--- src/rtl/wqe_fetch_scheduler_if.sv ---
// Grant handshake bundle between the per-QP WQE caches, the scheduler and the fetch engine.
// i_qp_weight exists only when WQE_SCHED_WEIGHT_EN is defined.
interface wqe_fetch_scheduler_if #(
    parameter int MAX_QP       = 16,
    parameter int QP_PTR_WIDTH = 4
`ifdef WQE_SCHED_WEIGHT_EN
    ,
    parameter int WEIGHT_WIDTH = 4
`endif
);
    logic [MAX_QP-1:0]              i_active;
    logic [MAX_QP-1:0]              i_wqe_cache_alfull;
    logic                           i_fetch_ready;
    logic                           o_sched_val;
    logic [QP_PTR_WIDTH-1:0]        o_qp_idx;
    logic [MAX_QP-1:0]              o_qp_idx_one_hot;
    logic                           o_no_eligible;
`ifdef WQE_SCHED_WEIGHT_EN
    logic [MAX_QP*WEIGHT_WIDTH-1:0] i_qp_weight;
`endif

    modport master (
`ifdef WQE_SCHED_WEIGHT_EN
        input  i_qp_weight,
`endif
        input  i_active,
        input  i_wqe_cache_alfull,
        input  i_fetch_ready,
        output o_sched_val,
        output o_qp_idx,
        output o_qp_idx_one_hot,
        output o_no_eligible
    );

    modport slave (
`ifdef WQE_SCHED_WEIGHT_EN
        output i_qp_weight,
`endif
        output i_active,
        output i_wqe_cache_alfull,
        output i_fetch_ready,
        input  o_sched_val,
        input  o_qp_idx,
        input  o_qp_idx_one_hot,
        input  o_no_eligible
    );
endinterface

--- src/rtl/wqe_fetch_scheduler.sv ---
// Rotating-priority round-robin WQE fetch scheduler with registered valid/ready grant and stale-grant revocation.
// Optional weighted burst mode is enabled by defining WQE_SCHED_WEIGHT_EN.
module wqe_fetch_scheduler #(
    parameter int MAX_QP       = 16,
    parameter int QP_PTR_WIDTH = 4,
    parameter int WEIGHT_WIDTH = 4
) (
    input logic                   clk,
    input logic                   rst,
    wqe_fetch_scheduler_if.master sif
);
    // state | meaning
    // IDLE  | nothing eligible, waiting
    // ARB   | pick next eligible QP upward from ptr
    // OFFER | grant presented, waiting for ready or revocation
    typedef enum logic [1:0] {
        IDLE  = 2'd0,
        ARB   = 2'd1,
        OFFER = 2'd2
    } state_e;

    if (MAX_QP < 2 || MAX_QP > 64 || (1 << QP_PTR_WIDTH) < MAX_QP || WEIGHT_WIDTH < 1) begin : g_bad_params
        $error("wqe_fetch_scheduler: illegal parameter combination");
    end

    localparam logic [QP_PTR_WIDTH-1:0] LAST_QP = QP_PTR_WIDTH'(MAX_QP - 1);

    state_e                  state_q, state_d;
    logic [QP_PTR_WIDTH-1:0] ptr_q, ptr_d;
    logic [QP_PTR_WIDTH-1:0] idx_q, idx_d;
    logic [MAX_QP-1:0]       oh_q, oh_d;
    logic                    no_elig_q;

    logic [MAX_QP-1:0]       elig;
    logic [MAX_QP-1:0]       upper_mask;
    logic [MAX_QP-1:0]       upper_elig;
    logic [MAX_QP-1:0]       hi_oh, lo_oh, arb_oh;
    logic [QP_PTR_WIDTH-1:0] hi_idx, lo_idx, arb_idx;
    logic [QP_PTR_WIDTH-1:0] ptr_next;
    logic                    hi_found;
    logic                    any_elig;
    logic                    grant_elig;
    logic                    handshake;

    assign elig       = sif.i_active & ~sif.i_wqe_cache_alfull;
    assign any_elig   = |elig;
    assign grant_elig = |(elig & oh_q);
    assign handshake  = (state_q == OFFER) && sif.i_fetch_ready;
    assign ptr_next   = (idx_q == LAST_QP) ? '0 : idx_q + QP_PTR_WIDTH'(1);

    // Split search: lowest eligible at or above ptr, else lowest eligible overall (wrap).
    always_comb begin
        upper_mask = '0;
        hi_found   = 1'b0;
        hi_idx     = '0;
        hi_oh      = '0;
        lo_idx     = '0;
        lo_oh      = '0;
        for (int i = 0; i < MAX_QP; i++) begin
            upper_mask[i] = (QP_PTR_WIDTH'(i) >= ptr_q);
        end
        upper_elig = elig & upper_mask;
        for (int i = MAX_QP - 1; i >= 0; i--) begin
            if (upper_elig[i]) begin
                hi_found  = 1'b1;
                hi_idx    = QP_PTR_WIDTH'(i);
                hi_oh     = '0;
                hi_oh[i]  = 1'b1;
            end
            if (elig[i]) begin
                lo_idx    = QP_PTR_WIDTH'(i);
                lo_oh     = '0;
                lo_oh[i]  = 1'b1;
            end
        end
        arb_idx = hi_found ? hi_idx : lo_idx;
        arb_oh  = hi_found ? hi_oh  : lo_oh;
    end

`ifdef WQE_SCHED_WEIGHT_EN
    logic [WEIGHT_WIDTH-1:0] burst_q, burst_d;
    logic [WEIGHT_WIDTH-1:0] arb_weight;

    always_comb begin
        arb_weight = '0;
        for (int i = 0; i < MAX_QP; i++) begin
            if (arb_oh[i]) begin
                arb_weight = sif.i_qp_weight[i*WEIGHT_WIDTH +: WEIGHT_WIDTH];
            end
        end
    end
`endif

    always_comb begin
        state_d = state_q;
        ptr_d   = ptr_q;
        idx_d   = idx_q;
        oh_d    = oh_q;
`ifdef WQE_SCHED_WEIGHT_EN
        burst_d = burst_q;
`endif
        case (state_q)
            IDLE: begin
                if (any_elig) begin
                    state_d = ARB;
                end
            end
            ARB: begin
                if (any_elig) begin
                    idx_d   = arb_idx;
                    oh_d    = arb_oh;
                    state_d = OFFER;
`ifdef WQE_SCHED_WEIGHT_EN
                    // Weight 0 behaves like weight 1: a single grant.
                    burst_d = (arb_weight == '0) ? '0 : arb_weight - WEIGHT_WIDTH'(1);
`endif
                end else begin
                    state_d = IDLE;
                end
            end
            OFFER: begin
                if (handshake) begin
`ifdef WQE_SCHED_WEIGHT_EN
                    if (burst_q != '0 && grant_elig) begin
                        burst_d = burst_q - WEIGHT_WIDTH'(1);
                    end else begin
`else
                    begin
`endif
                        ptr_d   = ptr_next;
                        state_d = any_elig ? ARB : IDLE;
                    end
                end else if (!grant_elig) begin
                    // Stale grant: withdraw without moving the pointer.
                    state_d = ARB;
                end
            end
            default: begin
                state_d = IDLE;
            end
        endcase
    end

    always_ff @(posedge clk or posedge rst) begin
        if (rst) begin
            state_q   <= IDLE;
            ptr_q     <= '0;
            idx_q     <= '0;
            oh_q      <= '0;
            no_elig_q <= 1'b1;
`ifdef WQE_SCHED_WEIGHT_EN
            burst_q   <= '0;
`endif
        end else begin
            state_q   <= state_d;
            ptr_q     <= ptr_d;
            idx_q     <= idx_d;
            oh_q      <= oh_d;
            no_elig_q <= ~any_elig;
`ifdef WQE_SCHED_WEIGHT_EN
            burst_q   <= burst_d;
`endif
        end
    end

    assign sif.o_sched_val      = (state_q == OFFER);
    assign sif.o_qp_idx         = idx_q;
    assign sif.o_qp_idx_one_hot = oh_q;
    assign sif.o_no_eligible    = no_elig_q;

endmodule

--- src/flat_wrapper.sv ---
// flat-port wrapper written by rule: the top's interface ports become plain ports
module wqe_fetch_scheduler_flat 
#(
    parameter int MAX_QP       = 16,
    parameter int QP_PTR_WIDTH = 4,
    parameter int WEIGHT_WIDTH = 4
)
  (clk, rst, sif_i_active, sif_i_wqe_cache_alfull, sif_i_fetch_ready, sif_o_sched_val, sif_o_qp_idx, sif_o_qp_idx_one_hot, sif_o_no_eligible);
  wqe_fetch_scheduler_if #(.MAX_QP(MAX_QP), .QP_PTR_WIDTH(QP_PTR_WIDTH)) sif_i ();
  input logic clk;
  input logic rst;
  input wire logic [$bits(sif_i.i_active)-1:0] sif_i_active;
  input wire logic [$bits(sif_i.i_wqe_cache_alfull)-1:0] sif_i_wqe_cache_alfull;
  input wire logic [$bits(sif_i.i_fetch_ready)-1:0] sif_i_fetch_ready;
  output wire logic [$bits(sif_i.o_sched_val)-1:0] sif_o_sched_val;
  output wire logic [$bits(sif_i.o_qp_idx)-1:0] sif_o_qp_idx;
  output wire logic [$bits(sif_i.o_qp_idx_one_hot)-1:0] sif_o_qp_idx_one_hot;
  output wire logic [$bits(sif_i.o_no_eligible)-1:0] sif_o_no_eligible;
  assign sif_i.i_active = sif_i_active;
  assign sif_i.i_wqe_cache_alfull = sif_i_wqe_cache_alfull;
  assign sif_i.i_fetch_ready = sif_i_fetch_ready;
  assign sif_o_sched_val = sif_i.o_sched_val;
  assign sif_o_qp_idx = sif_i.o_qp_idx;
  assign sif_o_qp_idx_one_hot = sif_i.o_qp_idx_one_hot;
  assign sif_o_no_eligible = sif_i.o_no_eligible;
  wqe_fetch_scheduler #(.MAX_QP(MAX_QP), .QP_PTR_WIDTH(QP_PTR_WIDTH), .WEIGHT_WIDTH(WEIGHT_WIDTH)) u_core (.clk(clk), .rst(rst), .sif(sif_i));
endmodule
--- config.mk ---
export PLATFORM = sky130hd
export DESIGN_NAME = wqe_fetch_scheduler_flat
export DESIGN_NICKNAME = d
export VERILOG_FILES = /design/src/rtl/wqe_fetch_scheduler_if.sv /design/src/rtl/wqe_fetch_scheduler.sv /design/src/flat_wrapper.sv
export SDC_FILE = /design/constraint.sdc
export NUM_CORES = 1
export LEC_CHECK = 0
export BUFFER_PORTS_ARGS = -buffer_cell sky130_fd_sc_hd__buf_2
export CORE_ASPECT_RATIO = 0.6
export CORE_MARGIN = 2
export CORE_UTILIZATION = 58
export DETAILED_ROUTE_END_ITERATION = 10
export MAX_ROUTING_LAYER = met4
export PLACE_DENSITY = 0.95
export SLEW_MARGIN = 10
export SYNTH_ARGS = -nofsm -noshare
export SYNTH_HDL_FRONTEND = slang
export SYNTH_SLANG_ARGS = --single-unit
--- constraint.sdc ---
create_clock -name clk -period 3.8 [get_ports clk]
set_input_delay 0.19 -clock clk [delete_from_list [all_inputs] [get_ports clk]]
set_output_delay 0.19 -clock clk [all_outputs]
set_load 0.05 [all_outputs]
==> results by group <==
Logic synthesis
  – Syn_nets: 310
  – Cell count after synthesis: 274
  – #FFs+latches synth: 27
  – Synth unique cells: 69
  – Post-Synth XOR/XNOR Area: 0.377%
  – Area leader, netlist: dfrtp_1
  – Post-synthesis adder-cell area fraction: 0.538%
  – Synth Area in Compound Gates: 31.3%
  – Ranking of synthesized cells by area: dfrtp_1 (28%), nand2b_1 (4.8%), nand2_1 (4.2%)
  – Async SR Flop Fraction: 100%
  – Top FF cell, synth: dfrtp_1
  – Sequential-to-total area share from yosys stat: 29.1%
  – Mux share of post-synthesis cell area: 0.968%
  – Largest family of logic cells by synthesized area: simple AND/OR/NAND/NOR gates
  – Post-Synth Simple-Gate Area: 32.5%
  – Synthesized cell area: 2330 µm²
  – Yosys top cell area share: 28.0%
  – Post-synth EDFFs: 0
  – YS warnings: 0
  – Avg Inst Size Synth: 8.49 µm²

Critical path
  – Critical Path Fanout Max: 19
  – Reg2Reg Capture Point: u_core.sif.o_qp_idx_one_hot[12]
  – Crit path capture: u_core.sif.o_qp_idx_one_hot[12]
  – CP max stage delay: 0.82 ns
  – Top Family by Delay on Critical Path: compound AO/OA/AOI/OAI gates
  – R2R depth: 7
  – CP Cell Sequence: o21ai_1 -> a32oi_4 -> nand3b_4 -> a311oi_4 -> nand3b_2 -> o32ai_1 -> a22o_1
  – WP buf/inv: 0
  – Worst r2r src: u_core.ptr_q[1]
  – CP startpoint: u_core.ptr_q[1]
  – Req. time, crit path: 4.02 ns
  – Critical Path End Type: flip-flop
  – Worst path slowest cell: dfrtp_1
  – Critical Path Start Type: flip-flop
  – CP arrival: 2.88 ns
  – WS Path Type: reg2reg
  – Number of cells on the critical path: 7
  – R2R Setup Slk: 1.14 ns

CTS
  – Clock Tree Buf Depth: 2
  – Post_cts resized: 0
  – Setup Buffers After CTS: 0
  – Worst-Skew Late Latency: 0.29 ns
  – Clock Pin Slew Worst Setup and Hold Paths: 0.10 ns
  – Clk root buf: clkbuf_8
  – H-tree Lvls: 1
  – TritonCTS clock tree: done
  – CTS sink count: 27
  – Hold buffer count at cts: 0
  – TritonCTS buffer count: 3

Routing
  – DR WL/cell: 19.5 µm
  – Vias/cell: 6.73
  – DR vias: 2489
  – Total routed wirelength: 7220 µm
  – Number of routed nets with antenna violations: 0
  – First drt pass iteration count: 9
  – DRC violations left: 6
  – Initial drt markers: 383

Timing
  – Highest clock rate: 376 MHz
  – Hold Slack: 0.126 ns
  – Max_slew headroom: 29.3%
  – Final setup fails: 0
  – Worst Tran Pin Value: 1.06 ns
  – Final Hold Vio Count: 0
  – Final min period: 2.66 ns
  – RSZ-0062 raised after global routing: false
  – Worst Skew: 0.00698 ns
  – Crit share post-route: 70.0%
  – Slew Viols, Final: 0
  – Final TNS setup: 0 ns

Floorplan
  – Die X: 85.8 µm
  – Core footprint: 3760 µm²
  – Die height: 53.1 µm
  – # rows: 17
  – IO Pins: 57
  – Initial core utilization: 61.8%
  – Die area: 4550 µm²

Pwr
  – Seq pwr share: 31.2%
  – Part of the power in the clock network: 9.3%
  – Max rail drop VDD: 0.539 mV
  – Power Internal: 821 µW
  – Psw: 1.06 mW
  – Pwr/cell area: 714 nW/µm²
  – Switching share of power: 56.3%
  – Leak: 1.17 nW
  – Combinational Power Share: 59.6%

Global route
  – Congestion Overflow GR: 0
  – Largest net degree at the start of global routing: 28
  – First-pass GRT wire length: 11500 µm
  – Antenna violations before repair: 0
  – Vias in the first global route: 2197
  – GRT Total Usage: 34.6%

Job
  – Max-cap viol count: 0

Cells and area
  – # fillers: 323
  – Fin nets: 360
  – Layout cell share with drive strength beyond 1: 25.7%
  – Most frequent cells in the layout: buf_2 (56), nand2_1 (26), dfrtp_1 (26)
  – Multi-input logic area: 1530 µm²
  – Antenna Diode Count: 0
  – Commonest non-fill, non-tap cell in the layout: buf_2
  – Register area: 677 µm²
  – Area delta synth->final: 13.1%

Placement
  – Port bufs: 56
  – Hpwl dp: 5490 µm
  – Final Wtd Congestion: 0.983

Status
  – Failing checks: DRC
  – Status: complete, but fails checks

Hold path
  – HP Class: in2reg
==> how the worst min path moves through the flow <==
stage                            startpoint           endpoint  slack [ns]  cells after the start
final                     sif_i_fetch_ready  u_core.state_q[1]        0.13                      2
after floorplan                         rst    u_core.ptr_q[0]        0.24                      1
after CTS                 sif_i_fetch_ready  u_core.state_q[1]        0.12                      2
after global routing      sif_i_fetch_ready  u_core.state_q[1]        0.13                      2
after detailed placement  sif_i_fetch_ready  u_core.state_q[1]        0.43                      2
after global placement    sif_i_fetch_ready  u_core.state_q[1]        0.42                      2
==> cell usage after synthesis, types with 3 or more instances <==
cell type	number
a21oi_1	18
o21ai_1	7
nor2b_1	13
o21ai_0	7
nand4_1	5
nor2_1	25
a22oi_1	5
nand2_1	26
o22ai_1	3
a221o_1	6
buf_2	4
inv_1	7
a22o_1	5
a31oi_1	6
nor3_1	11
nand3_1	9
buf_6	3
buf_4	5
nand2b_1	18
o31ai_1	4
dfrtp_1	26
==> sequential cells by signal, summed over array words and instances (netlist names) <==
signal and flops:
u_core.state_q 2, u_core.sif.o_no_eligible 1, u_core.sif.o_qp_idx_one_hot 16, u_core.ptr_q 4, u_core.sif.o_qp_idx 4
==> logic make-up after synthesis <==
logic type	count (synthesis)
fa+ha+maj	1
flops	27
simple gates	129
xor+xnor	1
compound gates	94
buf+inv	20
mux	2
==> layer usage <==
layer	vias up	part of all wire (%)	global-route usage [%]
met3	8	13	10.8
li1	1138	-	-
met2	182	41	48.7
met5	-	0	-
met1	1161	45	49.9
met4	0	0.55	4.23
==> power by group through the flow <==
stage               registers [mW]  clock network, mW  logic, mW
global placement             0.576                  0       1.08
detailed placement           0.579                  0       1.09
CTS                          0.574              0.174       1.10
finish                       0.586              0.174       1.12
floorplan                    0.713                  0      0.731
global route                 0.599              0.185       1.20
==> metrics by stage <==
step / area (µm²) / util [%] / power, mW / setup WS, ns / instances
floorplan: 2330 / - / 1.44 / 1.87 / 274
global placement: 2580 / 68.6 / 1.65 / 1.21 / 366
detailed placement: 2580 / 68.6 / 1.67 / 1.14 / 366
CTS: 2630 / 69.9 / 1.85 / 1.27 / 370
global route: 2630 / 69.9 / 1.99 / 1.08 / 370
finish: 2630 / 69.9 / 1.88 / 1.14 / 370
==> cell type report <==
class                   instances  share of cell area (%)
clock buffers                   3                    1.57
clock inverters                 1                   0.285
flip-flops and latches         27                    25.7
well taps                      47                    2.24
repair buffers                 57                    10.9
inverters                       8                    1.14
multi-input cells             227                    58.1
(Power assumes the default switching activity.)
